$ cat config.mk
export PLATFORM = sky130hd
export DESIGN_NAME = sci_master
export DESIGN_NICKNAME = d
export VERILOG_FILES = /design/src/rtl/sci_pkg.sv /design/src/rtl/sci_master_shifter.sv /design/src/rtl/sci_master.sv
export SDC_FILE = /design/constraint.sdc
export NUM_CORES = 1
export LEC_CHECK = 0
export BUFFER_PORTS_ARGS = -buffer_cell sky130_fd_sc_hd__buf_2
export CORE_ASPECT_RATIO = 1.2
export CORE_MARGIN = 4
export CORE_UTILIZATION = 55
export CTS_CLUSTER_DIAMETER = 50
export DETAILED_ROUTE_END_ITERATION = 8
export GPL_TIMING_DRIVEN = 0
export PLACE_DENSITY = 0.77
export SLEW_MARGIN = 20
export SYNTH_ARGS = -nofsm -noshare
export SYNTH_HDL_FRONTEND = slang
export SYNTH_HIERARCHICAL = 1
export SYNTH_SLANG_ARGS = --single-unit
$ cat constraint.sdc
create_clock -name CLK -period 2.54 [get_ports CLK]
set_input_delay 0.127 -clock CLK [delete_from_list [all_inputs] [get_ports CLK]]
set_output_delay 0.127 -clock CLK [all_outputs]
set_load 0.02 [all_outputs]
$ cat src/rtl/sci_pkg.sv
// SCI shared definitions: command encodings, FSM state encoding, frame length.
// Latency: n/a (package only).
// Backpressure: n/a. Shared by the initiator (sci_master) and the neuron-side responder.
package sci_pkg;

  // Command bit carried first in every request frame
  localparam logic SCI_CMD_WRITE = 1'b1;
  localparam logic SCI_CMD_READ  = 1'b0;

  typedef enum logic [2:0] {
    IDLE     = 3'd0,
    SETUP    = 3'd1,
    SEND     = 3'd2,
    WAIT_ACK = 3'd3,
    RECV     = 3'd4,
    DONE     = 3'd5
  } sci_state_e;

  // Number of bits on the REQ line: cmd + address (+ data for writes)
  function automatic int unsigned sci_frame_len(input logic        wnr,
                                                input int unsigned addr_width,
                                                input int unsigned data_width);
    int unsigned len;
    len = 1 + addr_width;
    if (wnr == SCI_CMD_WRITE) len = len + data_width;
    return len;
  endfunction

endpackage

$ cat src/rtl/sci_master_shifter.sv
// SCI frame shifter: PISO for the outgoing request frame, SIPO for read data, shared bit counter.
// Latency: load/shift take effect on the next clock; sdout and rx_word are combinational views.
// Backpressure: none; the owning FSM decides when to load or shift.
// Ports: load/wnr/addr/wdata capture a frame; shift_out advances the PISO; rx_start/rx_shift
//        clock sdin into the SIPO; sdout = next frame bit; cnt_zero/cnt_one report counter state;
//        rx_word = received word including the bit on sdin this cycle. Requires DATA_WIDTH >= 2.
module sci_master_shifter
  import sci_pkg::*;
#(
  parameter int ADDR_WIDTH = 4,
  parameter int DATA_WIDTH = 8
) (
  input  logic                  clk,
  input  logic                  rst_n,
  input  logic                  load,
  input  logic                  wnr,
  input  logic [ADDR_WIDTH-1:0] addr,
  input  logic [DATA_WIDTH-1:0] wdata,
  input  logic                  shift_out,
  input  logic                  rx_start,
  input  logic                  rx_shift,
  input  logic                  sdin,
  output logic                  sdout,
  output logic                  cnt_zero,
  output logic                  cnt_one,
  output logic [DATA_WIDTH-1:0] rx_word
);

  localparam int FRAME_W = 1 + ADDR_WIDTH + DATA_WIDTH;
  localparam int CNT_W   = $clog2(FRAME_W + 1);

  logic [FRAME_W-1:0]    tx_q;
  logic [DATA_WIDTH-2:0] rx_q;
  logic [CNT_W-1:0]      cnt_q;
  logic [DATA_WIDTH-1:0] tx_data;

  // Reads carry no data field; keep the unused tail zero
  assign tx_data  = (wnr == SCI_CMD_WRITE) ? wdata : '0;

  // Frame is left-aligned so the MSB is always the next bit to drive
  assign sdout    = tx_q[FRAME_W-1];
  assign cnt_zero = (cnt_q == '0);
  assign cnt_one  = (cnt_q == CNT_W'(1));
  assign rx_word  = {rx_q, sdin};

  always_ff @(posedge clk or negedge rst_n) begin
    if (!rst_n) begin
      tx_q  <= '0;
      rx_q  <= '0;
      cnt_q <= '0;
    end else if (load) begin
      tx_q  <= {wnr, addr, tx_data};
      cnt_q <= CNT_W'(sci_frame_len(wnr, ADDR_WIDTH, DATA_WIDTH));
    end else if (shift_out) begin
      tx_q  <= {tx_q[FRAME_W-2:0], 1'b0};
      cnt_q <= cnt_q - CNT_W'(1);
    end else if (rx_start) begin
      // MSB arrives with the ACK; DATA_WIDTH-1 bits remain
      rx_q  <= (DATA_WIDTH-1)'(sdin);
      cnt_q <= CNT_W'(DATA_WIDTH - 1);
    end else if (rx_shift) begin
      rx_q  <= rx_word[DATA_WIDTH-2:0];
      cnt_q <= cnt_q - CNT_W'(1);
    end
  end

endmodule

$ cat src/rtl/sci_master.sv
// SCI initiator: turns host read/write requests into bit-serial SCI frames and returns data/status.
// Latency: accept N -> CSN low N+1, frame bits N+2..N+1+L, WAIT_ACK from N+2+L; ACK at M -> RSP_VALID at M+1.
// Backpressure: REQ_READY high only in IDLE; one transaction in flight, next accept the cycle after DONE.
// Ports: CLK/RSTN clock and async active-low reset; REQ_* host request (valid/ready, wnr, sel, addr,
//        wdata); RSP_* one-cycle completion (valid, rdata, error); SCI_CSN one-hot active-low selects,
//        SCI_REQ serial request, SCI_RESP/SCI_ACK shared responder bus. All outputs are registered.
module sci_master
  import sci_pkg::*;
#(
  parameter int NUM_PERIPHERALS = 4,
  parameter int SEL_WIDTH       = 2,
  parameter int ADDR_WIDTH      = 4,
  parameter int DATA_WIDTH      = 8,
  parameter int TIMEOUT_CYCLES  = 64
) (
  input  logic                       CLK,
  input  logic                       RSTN,
  input  logic                       REQ_VALID,
  output logic                       REQ_READY,
  input  logic                       REQ_WNR,
  input  logic [SEL_WIDTH-1:0]       REQ_SEL,
  input  logic [ADDR_WIDTH-1:0]      REQ_ADDR,
  input  logic [DATA_WIDTH-1:0]      REQ_WDATA,
  output logic                       RSP_VALID,
  output logic [DATA_WIDTH-1:0]      RSP_RDATA,
  output logic                       RSP_ERROR,
  output logic [NUM_PERIPHERALS-1:0] SCI_CSN,
  output logic                       SCI_REQ,
  input  logic                       SCI_RESP,
  input  logic                       SCI_ACK
);

  localparam int TMR_W = $clog2(TIMEOUT_CYCLES);
  localparam logic [NUM_PERIPHERALS-1:0] CSN_IDLE = '1;

  sci_state_e                 state, state_nxt;
  logic [NUM_PERIPHERALS-1:0] csn_q, csn_nxt;
  logic                       req_q, req_nxt;
  logic                       rdy_q, rdy_nxt;
  logic                       rsp_vld_q, rsp_vld_nxt;
  logic                       rsp_err_q, rsp_err_nxt;
  logic [DATA_WIDTH-1:0]      rsp_rdata_q, rsp_rdata_nxt;
  logic                       wnr_q, wnr_nxt;
  logic [TMR_W-1:0]           tmr_q, tmr_nxt;

  logic                       sel_bad;
  logic                       load, shift_out, rx_start, rx_shift;
  logic                       sdout, cnt_zero, cnt_one;
  logic [DATA_WIDTH-1:0]      rx_word;

  // REQ_SEL may be wider than needed, so out-of-range indices are possible
  assign sel_bad = (32'(REQ_SEL) >= 32'(NUM_PERIPHERALS));

  sci_master_shifter #(
    .ADDR_WIDTH (ADDR_WIDTH),
    .DATA_WIDTH (DATA_WIDTH)
  ) u_shifter (
    .clk       (CLK),
    .rst_n     (RSTN),
    .load      (load),
    .wnr       (REQ_WNR),
    .addr      (REQ_ADDR),
    .wdata     (REQ_WDATA),
    .shift_out (shift_out),
    .rx_start  (rx_start),
    .rx_shift  (rx_shift),
    .sdin      (SCI_RESP),
    .sdout     (sdout),
    .cnt_zero  (cnt_zero),
    .cnt_one   (cnt_one),
    .rx_word   (rx_word)
  );

  always_ff @(posedge CLK or negedge RSTN) begin
    if (!RSTN) begin
      state       <= IDLE;
      csn_q       <= CSN_IDLE;
      req_q       <= 1'b0;
      rdy_q       <= 1'b1;
      rsp_vld_q   <= 1'b0;
      rsp_err_q   <= 1'b0;
      rsp_rdata_q <= '0;
      wnr_q       <= 1'b0;
      tmr_q       <= '0;
    end else begin
      state       <= state_nxt;
      csn_q       <= csn_nxt;
      req_q       <= req_nxt;
      rdy_q       <= rdy_nxt;
      rsp_vld_q   <= rsp_vld_nxt;
      rsp_err_q   <= rsp_err_nxt;
      rsp_rdata_q <= rsp_rdata_nxt;
      wnr_q       <= wnr_nxt;
      tmr_q       <= tmr_nxt;
    end
  end

  // Outputs are computed for the state being entered so every pin comes straight from a flop
  always_comb begin
    state_nxt     = state;
    csn_nxt       = csn_q;
    req_nxt       = 1'b0;
    rsp_err_nxt   = rsp_err_q;
    rsp_rdata_nxt = rsp_rdata_q;
    wnr_nxt       = wnr_q;
    tmr_nxt       = tmr_q;
    load          = 1'b0;
    shift_out     = 1'b0;
    rx_start      = 1'b0;
    rx_shift      = 1'b0;

    case (state)
      IDLE: begin
        if (REQ_VALID && rdy_q) begin
          if (sel_bad) begin
            state_nxt     = DONE;
            rsp_err_nxt   = 1'b1;
            rsp_rdata_nxt = '0;
          end else begin
            state_nxt = SETUP;
            load      = 1'b1;
            wnr_nxt   = REQ_WNR;
            csn_nxt   = ~(NUM_PERIPHERALS'(1) << REQ_SEL);
          end
        end
      end

      SETUP: begin
        shift_out = 1'b1;
        req_nxt   = sdout;
        state_nxt = SEND;
      end

      // Counter hits zero while the last frame bit is still on the pin
      SEND: begin
        if (cnt_zero) begin
          state_nxt = WAIT_ACK;
          tmr_nxt   = '0;
        end else begin
          shift_out = 1'b1;
          req_nxt   = sdout;
        end
      end

      // ACK wins over timeout in the final allowed cycle
      WAIT_ACK: begin
        if (SCI_ACK) begin
          if (wnr_q == SCI_CMD_READ) begin
            rx_start  = 1'b1;
            state_nxt = RECV;
          end else begin
            state_nxt     = DONE;
            rsp_err_nxt   = 1'b0;
            rsp_rdata_nxt = '0;
          end
        end else if (tmr_q == TMR_W'(TIMEOUT_CYCLES - 1)) begin
          state_nxt     = DONE;
          rsp_err_nxt   = 1'b1;
          rsp_rdata_nxt = '0;
        end else begin
          tmr_nxt = tmr_q + TMR_W'(1);
        end
      end

      // Responder must hold ACK for the whole data burst
      RECV: begin
        if (!SCI_ACK) begin
          state_nxt     = DONE;
          rsp_err_nxt   = 1'b1;
          rsp_rdata_nxt = '0;
        end else begin
          rx_shift = 1'b1;
          if (cnt_one) begin
            state_nxt     = DONE;
            rsp_err_nxt   = 1'b0;
            rsp_rdata_nxt = rx_word;
          end
        end
      end

      DONE:    state_nxt = IDLE;
      default: state_nxt = IDLE;
    endcase

    // Chip select releases in the same cycle the response is presented
    if (state_nxt == DONE) csn_nxt = CSN_IDLE;
  end

  assign rdy_nxt     = (state_nxt == IDLE);
  assign rsp_vld_nxt = (state_nxt == DONE);

  assign REQ_READY = rdy_q;
  assign RSP_VALID = rsp_vld_q;
  assign RSP_ERROR = rsp_err_q;
  assign RSP_RDATA = rsp_rdata_q;
  assign SCI_CSN   = csn_q;
  assign SCI_REQ   = req_q;

endmodule

==> results of run 1 <==
power by group:
group	internal (mW)	switching (mW)	total, mW	leakage [nW]
logic	0.471	0.551	1.02	0.723
clock network	0.220	0.251	0.471	0.0482
registers	1.04	0.165	1.21	0.648
placed cells by master, fill, tap and decap left out, types with 3 or more instances in the layout:
master | netlist | final
sky130_fd_sc_hd__nand2_1 | 27 | 27
sky130_fd_sc_hd__inv_1 | 14 | 13
sky130_fd_sc_hd__o21ai_1 | 4 | 4
sky130_fd_sc_hd__nor3b_1 | 4 | 3
sky130_fd_sc_hd__nor2_1 | 15 | 15
sky130_fd_sc_hd__ha_1 | 3 | 3
sky130_fd_sc_hd__nor3_1 | 3 | 3
sky130_fd_sc_hd__mux2_1 | 7 | 7
sky130_fd_sc_hd__dfrtp_1 | 45 | 45
sky130_fd_sc_hd__o21ai_0 | 17 | 17
sky130_fd_sc_hd__nand4_1 | 3 | 3
sky130_fd_sc_hd__nor2b_1 | 3 | 3
sky130_fd_sc_hd__a21oi_1 | 6 | 6
sky130_fd_sc_hd__clkbuf_1 | 3 | 4
sky130_fd_sc_hd__buf_2 | 3 | 37
sky130_fd_sc_hd__clkbuf_8 | 0 | 6
sky130_fd_sc_hd__buf_6 | 4 | 4
sky130_fd_sc_hd__and3_1 | 3 | 3
sky130_fd_sc_hd__mux2i_1 | 23 | 23
sky130_fd_sc_hd__and2b_2 | 6 | 6
sky130_fd_sc_hd__dfstp_2 | 5 | 5
sky130_fd_sc_hd__xor2_1 | 4 | 4
logic make-up after synthesis:
group | count (synthesis) | share of synthesized area (%)
muxes | 30 | 12.6
DFF | 50 | 51.4
adders and majority gates | 3 | 1.53
xor gates and xnor gates | 4 | 1.43
and+or+nand+nor | 77 | 17.1
buffers and inverters | 26 | 5.52
AOI/OAI and AO/OA | 38 | 10.4
worst register-to-register path: stages, from the launching register on:
cell,delay [ns]
sky130_fd_sc_hd__dfrtp_1,0.47
sky130_fd_sc_hd__nor2_2,0.25
sky130_fd_sc_hd__nand4_1,0.34
sky130_fd_sc_hd__inv_2,0.30
sky130_fd_sc_hd__clkbuf_1,0.38
sky130_fd_sc_hd__buf_2,0.28
sky130_fd_sc_hd__nand3_1,0.10
sky130_fd_sc_hd__o21ai_0,0.08
per-layer routing:
metal	up-vias	share of wire, %
met2	39	48
met5	-	0
met4	0	1.5
met1	811	45
li1	864	-
met3	6	5.4
flip-flops by register name, summed over array words and instances, names as in the netlist:
register	cells
SCI_CSN	4
u_shifter/rx_q	7
tmr_q	6
u_shifter/cnt_q	4
SCI_REQ	1
u_shifter/tx_q	13
REQ_READY	1
wnr_q	1
RSP_RDATA	8
state	3
RSP_ERROR	1
RSP_VALID	1
worst min path at each step:
stage,start,to,depth (start not counted)
finish,REQ_ADDR[2],u_shifter/tx_q[10]$_DFFE_PN0N_,3
floorplan,RSTN,RSP_ERROR$_DFFE_PN0P_,0
global route,REQ_WDATA[6],u_shifter/tx_q[6]$_DFFE_PN0N_,3
CTS,REQ_WDATA[3],u_shifter/tx_q[3]$_DFFE_PN0N_,3
global placement,REQ_WDATA[6],u_shifter/tx_q[6]$_DFFE_PN0N_,3
detailed placement,REQ_WDATA[1],u_shifter/tx_q[1]$_DFFE_PN0N_,3
final cells by class:
cell class / instances / area [um2]
clock inverters: 1 / 5.00
repair buffers: 36 / 188
plain buffers: 11 / 78.8
well taps: 56 / 70.1
multi-input cells: 152 / 1060
clock buffers: 7 / 86.3
fillers: 374 / 1490
inverters: 15 / 56.3
flip-flops and latches: 50 / 1260
metrics by stage:
step / setup slack (ns) / instance area (um2)
6_report: 0.257 / 2800
5_1_grt: 0.0691 / 2800
4_1_cts: 0.188 / 2790
3_5_place_dp: 0.210 / 2690
3_3_place_gp: 0.209 / 2690
2_1_floorplan: 0.470 / 2450
timing repair:
| action | 4_1_cts | 5_1_grt |
|---|---|---|
| hold endpoints to repair | 0 | 45 |
| hold buffers | 0 | 1 |
| gates resized for setup | 0 | 2 |
| setup endpoints to repair | 0 | 9 |
==> run summary, run 1 <==
The run finished with clean final reports. Setup repair after global routing left no endpoint under its margin. Setup violations remaining at the end of the flow were counted as 0.

The critical path startpoint category is a flop. The average vias per placed instance came out at 5.24. The tools report the pin count of the biggest net entering global routing as 51. For the number of antenna violations at the first check in global routing, the log shows 0. Sorting the synthesized cells by area gives the leading types as sky130_fd_sc_hd__dfrtp_1 (46%), sky130_fd_sc_hd__mux2i_1 (9.4%), sky130_fd_sc_hd__dfstp_2 (5.4%).

Power spread over the standard cell area amounts to 964 mW/mm2. The H-tree was split into 2 levels. The number of global-route vias before repair is 1704, and the first-pass GRT wire length is 7.38 mm. Yosys printed 6 warnings.

Endpoint kind of the worst setup timing path: a flop. The tools report the met2 track demand over resource as 28.5%. TritonCTS built the clock tree. Clock tree synthesis found a total of 50 sinks. The logs give 0.0272 ns for the worst hold slack and 0.522 mV for the largest vdd supply drop. Number of clock buffers inserted by TritonCTS: 5. The instance count on the critical path is 7.

The most frequently used flop master after synthesis is sky130_fd_sc_hd__dfrtp_1. The finished layout holds 328 standard cells, fillers aside. The tools report the mapped cell area as 0.00245 mm2. The net count after synthesis was 251; the final cell utilization of the core was 65.3%. Counting flops with a built-in enable in the synthesized netlist gives 0. The number of maximum-capacitance constraint violations was 0; the worst relative slew slack was 59.0%. For this design the top-level I/O count stands at 36. The most common cell in the synthesized netlist is sky130_fd_sc_hd__dfrtp_1. The count of buffer and inverter cells on the critical path works out to 3. After clock tree synthesis, the setup repair step added 0 buffers. For the leakage power, the log shows 1.42 nW. Clock latency on the worst-skew pair, taken at its later pin, is 0.30 ns. The worst path arrival time came out at 2.50 ns.

The die is 81.1 um tall. The HPWL after detailed placement is 3.00 mm. The peak per-stage delay on the critical path was 0.47 ns; the met3 global-route usage was 4.29%. After layout, the minimum clock period comes to 2.28 ns. The share of the yosys chip area belonging to registers is 51.4%. The setup path with the least slack is of type reg2reg. The critical path goes through nor2_2, nand4_1, inv_2, clkbuf_1, buf_2, nand3_1, o21ai_0.

Along the worst path, the maximum fanout reaches 12. The net count of the finished layout is 294. 0 antenna diodes ended up in the layout.

The aggregate negative setup slack is 0 ns, and the core region area is 0.00429 mm2. Summing internal, switching and leakage power gives 2.70 mW. Cell taking the most area after synthesis: sky130_fd_sc_hd__dfrtp_1. The clock arrives with 0.00666 ns of skew.

The share of cells above drive strength 1 is 26.8%, and the mean cell area of the mapped netlist is 10.7 um2. The total instance count after detailed placement is 319. The largest delay contributor family on the critical path is buffers and inverters. In this run the worst setup path terminates at u_shifter/tx_q[7]$_DFFE_PN0N_.

At the end of routability-driven placement, the weighted congestion stood at 0.822. STA puts the critical path data required time at 2.76 ns. The tools report the final antenna-violating net count as 0. Area added between synthesis and finish: 14.5%. The register bit count reported by yosys works out to 50. For the number of remaining DRC errors, the log shows 0. The detailed router placed 1720 vias in this run.

The number of distinct library cells after synthesis is 44, and the internal reg-to-reg setup slack is 0.26 ns. After detailed routing, the average wire length per cell comes to 13.0 um. After global routing the overflow that remains totals 0. The clock input transition at the sequential cells of the worst setup and hold paths is 0.09 ns. The tree is rooted in a sky130_fd_sc_hd__clkbuf_8.

After layout, the worst path uses 89.9% of the clock period. In this run the horizontal extent of the chip is 68.9 um. The floorplan step defined a die boundary enclosing 0.00559 mm2. The largest individual stage delay along the critical path comes from the cell sky130_fd_sc_hd__dfrtp_1. The tools report the met1 global-route usage as 22.5%.

The busiest layer in global routing was met2. The number of search-and-repair iterations in the first detailed-routing pass is 4, and the number of buffers on the longest clock path is 2. The most critical setup path has its startpoint at state[1]$_DFF_PN0_. The endpoint of the most critical register-to-register path is u_shifter/tx_q[7]$_DFFE_PN0N_. By count the netlist is led by sky130_fd_sc_hd__dfrtp_1 (45), sky130_fd_sc_hd__nand2_1 (27), sky130_fd_sc_hd__mux2i_1 (23), sky130_fd_sc_hd__o21ai_0 (17), sky130_fd_sc_hd__nor2_1 (15). The number of buffers inserted by port buffering works out to 35. The tools report the post-synthesis cell count as 228. The tools report the DRC violation total after the first TritonRoute iteration as 94. The worst register-to-register path begins at state[1]$_DFF_PN0_. The overall routing resource usage came out at 17.5%. The sum of routed wire length over all layers came out at 4.26 mm.

The initial utilization of the core area, before any placement, comes to 57.0%. The final count of pins violating max slew was 0; the depth of the worst register-to-register path was 7. The row count is 26. Of the post-synthesis cell area, the dominant cell type holds 46.0%. Static timing analysis puts the maximum clock frequency at 438 MHz. The fraction of registers with async set/reset is 100%, and the count of endpoints failing hold in the final timing report is 0.

The path class of the tightest hold or removal check is in2reg. Actual slew at the worst max-slew pin: 0.615 ns.
Note: power is estimated with default switching activity, not from simulation.
==> inputs of run 2 (changes only) <==
--- a/config.mk
+++ b/config.mk
@@ -8,11 +8,10 @@
 export BUFFER_PORTS_ARGS = -buffer_cell sky130_fd_sc_hd__buf_2
 export CORE_ASPECT_RATIO = 1.2
 export CORE_MARGIN = 4
-export CORE_UTILIZATION = 55
+export CORE_UTILIZATION = 40
 export CTS_CLUSTER_DIAMETER = 50
 export DETAILED_ROUTE_END_ITERATION = 8
 export GPL_TIMING_DRIVEN = 0
-export PLACE_DENSITY = 0.77
 export SLEW_MARGIN = 20
 export SYNTH_ARGS = -nofsm -noshare
 export SYNTH_HDL_FRONTEND = slang
==> run 2 against run 1 <==
  * Critical endpoint unchanged
  * Clock power rose by 21%
  * First-iteration DRC count fell by 19%
  * Clock skew rose by 0.0049 ns
  * Setup slack improved by 0.014 ns
==> run summary, run 2 (same netlist as run 1, synthesis figures left out) <==
The logs give 0 (unchanged) for the number of antenna violations at the first check in global routing and 0.00744 mm2 (+33%) for the full die area. The largest vdd supply drop came out at 0.522 mV (+0.13%). The worst-case setup margin in the final layout came out at 0.271 ns (+0.0138 ns). The number of search-and-repair iterations in the first detailed-routing pass is 4 (unchanged).

The flow ran to the end, and the final reports show no timing, DRC or antenna violations. The initial cell density of the core came out at 42.4% (-15 points). The portion of total power attributed to sequential cells was 43.0% (-1.7 points). The top cell types in the final layout, fill and taps aside, are sky130_fd_sc_hd__dfrtp_1 (45), sky130_fd_sc_hd__buf_2 (37), sky130_fd_sc_hd__nand2_1 (27), sky130_fd_sc_hd__mux2i_1 (23), sky130_fd_sc_hd__o21ai_0 (17). The average vias per placed instance came out at 4.81 (-8.2%).

For the number of H-tree levels, the log shows 2 (unchanged). The aggregate negative setup slack was 0 ns (unchanged); the number of maximum-capacitance constraint violations was 0 (unchanged). The cell area power density was 980 mW/mm2 (+1.7%); the internal portion of total power was 1.84 mW (+5.9%). The run gives 36.6% (-1.3 points) as the power share of the combinational group.

Sum of met2 wire segment lengths after detailed routing: 1.98 mm (-4.0%). The run gives 0 (unchanged) as the count of final setup violators. For the final RePlAce weighted congestion, the log shows 0.792 (-3.7%). The pin count of the biggest net entering global routing was 51 (unchanged); the worst path arrival time was 2.50 ns (about the same). The final count of pins violating max slew is 0 (unchanged), and the number of setup buffers added after CTS is 0 (unchanged). The most common library cell in the layout ignoring fill and taps is sky130_fd_sc_hd__dfrtp_1.

The die outline height is 93.7 um (+16%), and the wire length per cell after detailed routing is 12.5 um (-3.4%). The insertion delay to the later sink of the worst-skew pair came out at 0.30 ns (about the same). The tools report the critical path startpoint category as a flop. The tools report the leakage power as 1.43 nW (+0.72%). The share of cells above drive strength 1 is 26.8% (unchanged). The tools report the master cell of the clock root buffer as sky130_fd_sc_hd__clkbuf_8.

For the filler-free cell count of the finished design, the log shows 352 (+7.3%). I/O pin count: 36 (unchanged). The topmost layer with routed signal wires is met4. The horizontal die dimension works out to 79.4 um (+15%).

Endpoint kind of the worst setup timing path: a flop. The area added between synthesis and finish is 16.7%. The tools report the final antenna-violating net count as 0 (unchanged). TritonCTS built the clock tree.

The register containing the most flip-flops in the final layout was u_shifter/tx_q. The logs give 2 (unchanged) for the number of buffers on the longest clock path and 0 (unchanged) for the count of endpoints failing hold in the final timing report. The final worst clock skew was 0.0115 ns (+0.00486 ns); the row count was 30 (+15%). The total number of clock tree sinks came out at 50 (unchanged). The actual slew at the worst max-slew pin was 0.649 ns (+0.0335 ns).

The sum of routed wire length over all layers was 4.41 mm (+3.6%); the post-route met1 wirelength was 2.16 mm (+13%). The highest fanout seen on the critical path works out to 12 (unchanged). The number of buffers inserted by port buffering works out to 35 (unchanged). The tools report the final cell utilization of the core as 49.4% (-16 points). Critical path class: reg2reg. The logs give 572 (+53%) for the number of filler instances in the final layout and 0 (unchanged) for the count of antenna diodes in the layout.

The net switching fraction of the power came out at 34.5% (-1.3 points). DRC violation total after the first TritonRoute iteration: 76 (-19%). Clock input transition at the sequential cells of the worst setup and hold paths: 0.09 ns (about the same). Setup repair after global routing left no endpoint under its margin. The number of remaining DRC errors was 0 (unchanged). First-pass GRT wire length: 7.77 mm (+5.3%).

Post-route clock period utilization: 89.3% (-0.54 points). The highest attainable clock frequency is 441 MHz (+0.61%). Total instance count after detailed placement: 343 (+7.5%). The number of clock buffers inserted by TritonCTS was 5 (unchanged); the critical path required time was 2.77 ns (about the same).

The minimum clock period after layout came out at 2.27 ns (-0.0138 ns). The tools report the remaining global-route overflow as 0 (unchanged). The tools report the total length of routed met3 wires as 225 um (-1.7%). The min-delay analysis places its worst path in the category in2reg. For the clock share of power, the log shows 20.3% (+2.9 points). The core region area is 0.00578 mm2 (+35%), and the net switching power is 0.965 mW (-0.20%).

The tools report the number of nets at the end of the flow as 294 (unchanged). The worst relative slew slack is 56.8% (-2.2 points), and the number of flip-flops under the largest register name is 13 (unchanged). The tools report the post-DP HPWL as 3.08 mm (+2.7%). Vias after detailed routing: 1694 (-1.5%). The minimum setup slack after placement was 0.129 ns (-0.0810 ns); the number of global-route vias before repair was 1680 (-1.4%). The overall routing resource usage came out at 13.2% (-4.2 points).
==> run 2: changes by cell type in the layout (fill, tap and decap cells not counted), sizes merged <==
cell	delta
bufinv	+1
clkinv	-1
==> run 2: worst paths after layout <==
kind	startpoint	depth (start not counted)	slack (ns)	endpoint
worst max-delay path	state[1]$_DFF_PN0_	7	0.27	u_shifter/tx_q[7]$_DFFE_PN0N_
worst min-delay path	REQ_WDATA[5]	3	0.02	u_shifter/tx_q[5]$_DFFE_PN0N_
worst max register to register	state[1]$_DFF_PN0_	7	0.27	u_shifter/tx_q[7]$_DFFE_PN0N_
worst min register to register	wnr_q$_DFFE_PN0P_	2	0.49	wnr_q$_DFFE_PN0P_
max in group asynchronous	RSTN	2	1.74	u_shifter/tx_q[3]$_DFFE_PN0N_
min in group asynchronous	RSTN	2	0.39	tmr_q[4]$_DFFE_PN0P_
==> run 2: area by class of cell <==
cell class	instances	area (um2)	area share [%]
sequential	50	1260	44.0
clock buffer	7	86.3	3.02
timing repair buffer	36	188	6.57
multi-input combinational	152	1060	37.1
buffer	11	78.8	2.76
tap	80	100	3.50
clock inverter	1	30.0	1.05
inverter	15	56.3	1.97
==> run 2: worst max-delay path: stages, from the launching register on <==
cell and delay, ns:
sky130_fd_sc_hd__dfrtp_1 0.47, sky130_fd_sc_hd__nor2_2 0.25, sky130_fd_sc_hd__nand4_1 0.34, sky130_fd_sc_hd__inv_2 0.30, sky130_fd_sc_hd__clkbuf_1 0.38, sky130_fd_sc_hd__buf_2 0.29, sky130_fd_sc_hd__nand3_1 0.10, sky130_fd_sc_hd__o21ai_0 0.08
==> run 2: repair_timing <==
item | CTS | global route
resized for setup | 0 | 2
endpoints found under the hold margin | 45 | 0
setup endpoints to repair | 0 | 18
hold buffers | 1 | 0
==> run 2: stage by stage <==
stage	power, mW	instance area, um2	hold WS (ns)
finish	2.80	2860	0.0221
detailed placement	2.25	2730	0.196
global route	3.02	2860	0.0307
floorplan	2.00	2450	-0.169
global placement	2.23	2720	0.328
CTS	2.83	2850	0.0134
==> run 2: metal layers <==
metal  track usage (%)  vias up
li1                  -      860
met1              17.6      796
met2              20.7       34
met3              3.45        4
met4              4.73        0
met5                 0        -
==> run 2: power by group through the flow <==
stage / logic, mW / clock network, mW / registers, mW
final: 1.03 / 0.570 / 1.21
after detailed placement: 1.03 / 0 / 1.22
after CTS: 1.04 / 0.591 / 1.20
after global placement: 1.02 / 0 / 1.21
after floorplan: 0.747 / 0 / 1.25
after global routing: 1.15 / 0.626 / 1.24
==> inputs of run 3 (changes only) <==
--- a/config.mk
+++ b/config.mk
@@ -5,6 +5,7 @@
 export SDC_FILE = /design/constraint.sdc
 export NUM_CORES = 1
 export LEC_CHECK = 0
+export ABC_AREA = 1
 export BUFFER_PORTS_ARGS = -buffer_cell sky130_fd_sc_hd__buf_2
 export CORE_ASPECT_RATIO = 1.2
 export CORE_MARGIN = 4
==> run 3 against run 2 <==
  * Register-to-register slack improved by 0.18 ns
  * Synthesized cell count rose by 34%
  * Cell count rose by 23%
  * First-iteration DRC count rose by 45%
  * Critical path type unchanged
  * Largest power group is now combinational logic
==> run summary, run 3 <==
The register bit count reported by yosys works out to 50 (unchanged). The post-DP HPWL was 3.68 mm (+19%); the insertion delay to the later sink of the worst-skew pair was 0.30 ns (about the same). The number of enable-type register cells in the synthesized netlist is 0 (unchanged), and the die outline height is 94.8 um (+1.2%). The logs give 0 (unchanged) for the count of antenna diodes in the layout and 0.816 (+3.1%) for the final RePlAce weighted congestion. The run gives 34 (-23%) as the number of distinct library cells after synthesis. The logs give 57.8% (+1.0 points) for the worst relative slew slack and 31 (+3.3%) for the row count.

The kind of cell with the highest combined delay along the critical path is simple AND/OR/NAND/NOR gates. For this run, the leading register cell type out of synthesis is sky130_fd_sc_hd__dfrtp_1. The highest fanout seen on the critical path is 8 (-4). TritonCTS built the clock tree. Most frequent cell on the critical path: sky130_fd_sc_hd__inv_1. The full die area is 0.00761 mm2 (+2.3%). The tools report the largest vdd supply drop as 0.488 mV (-6.5%).

In this run the worst hold path is classified as in2reg. The run gives 1.50 nW (+4.8%) as the leakage power. The tools report the I/O pin count as 36 (unchanged). The fraction of registers with async set/reset works out to 100% (unchanged).

The post-synthesis cell count came out at 306 (+34%). The run gives 2.31 ns (-0.19 ns) as the worst path arrival time. The cell area power density came out at 1110 mW/mm2 (+13%). Ranked by total cell area, the synthesized netlist is headed by sky130_fd_sc_hd__dfrtp_1 (45%), sky130_fd_sc_hd__nand2_1 (15%), sky130_fd_sc_hd__nand3_1 (7.4%). The peak per-stage delay on the critical path works out to 0.36 ns (-0.11 ns). Cell taking the most area after synthesis: sky130_fd_sc_hd__dfrtp_1. Setup repair after global routing left no endpoint under its margin.

In the layout the commonest cells are sky130_fd_sc_hd__nand2_1 (99), sky130_fd_sc_hd__dfrtp_1 (45), sky130_fd_sc_hd__nand3_1 (37), sky130_fd_sc_hd__buf_2 (34), sky130_fd_sc_hd__nor2_1 (26). Critical path class: reg2reg. The mean cell area of the mapped netlist was 8.21 um2 (-24%).

In the synthesized netlist, the cells that appear most often are sky130_fd_sc_hd__nand2_1 (99), sky130_fd_sc_hd__dfrtp_1 (45), sky130_fd_sc_hd__nand3_1 (37), sky130_fd_sc_hd__nor2_1 (26), sky130_fd_sc_hd__inv_1 (25). For the count of endpoints failing hold in the final timing report, the log shows 0 (unchanged). The post-route clock period utilization was 82.2% (-7.2 points); the total number of clock tree sinks was 50 (unchanged). Tracing the worst setup path back leads to its startpoint at state[1]$_DFF_PN0_.

The minimum clock period after layout is 2.09 ns (-0.182 ns), and the number of flip-flops under the largest register name is 13 (unchanged). The worst hold slack is 0.0372 ns (+0.0150 ns), and the wire length per cell after detailed routing is 11.7 um (-6.6%). The signal on the critical path passes through inv_1, nor3_4, inv_1, nor2_1, inv_1, nand2_4, nand2_4, inv_2, nand3_1, o21ai_0. The average vias per placed instance is 4.77 (-0.87%). The initial cell density of the core was 41.5% (-0.86 points). The share of cells above drive strength 1 was 20.9% (-6.0 points); the number of buffers on the longest clock path was 2 (unchanged). The actual slew at the worst max-slew pin is 0.634 ns (-0.0151 ns), and the number of buffers inserted by port buffering is 35 (unchanged). The run gives 6 (unchanged) as the number of synthesis warnings. Sum of routed wire length over all layers: 5.06 mm (+15%). The tools report the share of the yosys chip area belonging to registers as 50.1% (-1.3 points). The number of global-route vias before repair was 1954 (+16%); the area added between synthesis and finish was 16.2%. Net count after synthesis: 329 (+31%). The flow ran to the end, and the final reports show no timing, DRC or antenna violations.

The final count of pins violating max slew is 0 (unchanged), and the first-pass GRT wire length is 8.74 mm (+13%). Final antenna-violating net count: 0 (unchanged). The endpoint kind of the worst setup timing path was a flop. The tools report the vias after detailed routing as 2061 (+22%). The number of nets at the end of the flow was 372 (+27%). The remaining global-route overflow is 0 (unchanged).

Slowest cell on the critical path: sky130_fd_sc_hd__dfrtp_1. For the final worst clock skew, the log shows 0.00647 ns (-0.00505 ns). The worst register-to-register path begins at state[1]$_DFF_PN0_. For the number of remaining DRC errors, the log shows 0 (unchanged). In the post-synthesis netlist, the cell with the most instances is sky130_fd_sc_hd__nand2_1.

The register containing the most flip-flops in the final layout was u_shifter/tx_q. The count of final setup violators is 0 (unchanged), and the number of search-and-repair iterations in the first detailed-routing pass is 4 (unchanged). The master cell of the clock root buffer is sky130_fd_sc_hd__clkbuf_8. The mapped cell area came out at 0.00251 mm2 (+2.6%). For the number of maximum-capacitance constraint violations, the log shows 0 (unchanged). The logs give 0 (unchanged) for the number of setup buffers added after CTS and 5 (unchanged) for the number of clock buffers inserted by TritonCTS. Number of antenna violations at the first check in global routing: 0 (unchanged). The number of filler instances in the final layout is 645 (+13%). The worst-case setup margin in the final layout is 0.453 ns (+0.182 ns). The run gives 14.5% (+1.2 points) as the overall routing resource usage. The horizontal die dimension is 80.3 um (+1.1%), and the minimum setup slack after placement is 0.478 ns (+0.349 ns). The most common library cell in the layout ignoring fill and taps is sky130_fd_sc_hd__nand2_1.

The area fraction of the dominant cell type after synthesis is 44.8% (-1.1 points), and the clock input transition at the sequential cells of the worst setup and hold paths is 0.09 ns (about the same). The DRC violation total after the first TritonRoute iteration is 110 (+45%), and the count of buffer and inverter cells on the critical path is 4 (+1). The pin count of the biggest net entering global routing came out at 51 (unchanged). In this run the most critical hold path is launched from REQ_ADDR[2]. The run gives 479 MHz (+8.7%) as the highest attainable clock frequency. The tools report the core region area as 0.00605 mm2 (+4.7%). Aggregate negative setup slack: 0 ns (unchanged).

The number of H-tree levels was 2 (unchanged); the critical path required time was 2.76 ns (about the same). The critical path startpoint category was a flop.
run 3: final cells by class:
type	instances	area, um2	share of cell area (%)
clock inverters	1	30.0	1.03
plain buffers	5	41.3	1.42
clock buffers	7	86.3	2.96
multi-input cells	220	1090	37.3
repair buffers	36	188	6.43
inverters	31	124	4.25
well taps	82	103	3.52
flip-flops and latches	50	1260	43.1
run 3: kinds of logic after synthesis:
kind of cell	share of synthesized area [%]
compound gates	8.27
fa+ha+maj	1.49
simple gates	32.9
xor+xnor	0.698
flops	50.1
buf+inv	6.58
run 3: worst paths after layout:
kind                       depth (start not counted)                              to  slack, ns
setup / recovery                                  10   u_shifter/rx_q[1]$_DFFE_PN0P_       0.45
hold reg to reg                                    2        RSP_RDATA[0]$_DFFE_PN0P_       0.47
min in group asynchronous                          2            tmr_q[4]$_DFFE_PN0P_       0.38
hold / removal                                     3  u_shifter/tx_q[10]$_DFFE_PN0N_       0.04
max in group asynchronous                          2   u_shifter/rx_q[6]$_DFFE_PN0P_       1.73
setup reg to reg                                  10   u_shifter/rx_q[1]$_DFFE_PN0P_       0.45
run 3: stage by stage:
step | instance area (um2) | cells | total power [mW] | util, %
floorplan | 2510 | 306 | 2.35 | -
global placement | 2790 | 423 | 2.66 | 46.1
detailed placement | 2790 | 423 | 2.69 | 46.1
CTS | 2920 | 432 | 3.28 | 48.2
global route | 2920 | 432 | 3.54 | 48.2
finish | 2920 | 432 | 3.23 | 48.2
run 3: repair_timing:
action / CTS / global route
hold buffers: 1 / 0
setup endpoints to repair: 0 / 0
endpoints found under the hold margin: 45 / 0
resized for setup: 0 / 0
run 3: per-layer routing:
metal	global-route usage, %	part of all wire, %	vias to the layer above
li1	-	-	1068
met1	19.0	47	949
met2	23.3	47	38
met3	3.34	4.5	6
met4	5.07	1.4	0
met5	0	0	-
run 3: power by group:
group / internal (mW) / leakage (nW) / switching [mW] / total [mW]
Clock: 0.321 / 0.0585 / 0.255 / 0.577
Combinational: 0.472 / 0.808 / 0.887 / 1.36
Sequential: 1.12 / 0.632 / 0.169 / 1.29
Total: 1.92 / 1.50 / 1.31 / 3.23
run 3: worst min-delay path, stage by stage:
cell                      delay [ns]
sky130_fd_sc_hd__buf_2          0.07
sky130_fd_sc_hd__nand2_1        0.04
sky130_fd_sc_hd__nand3_1        0.06
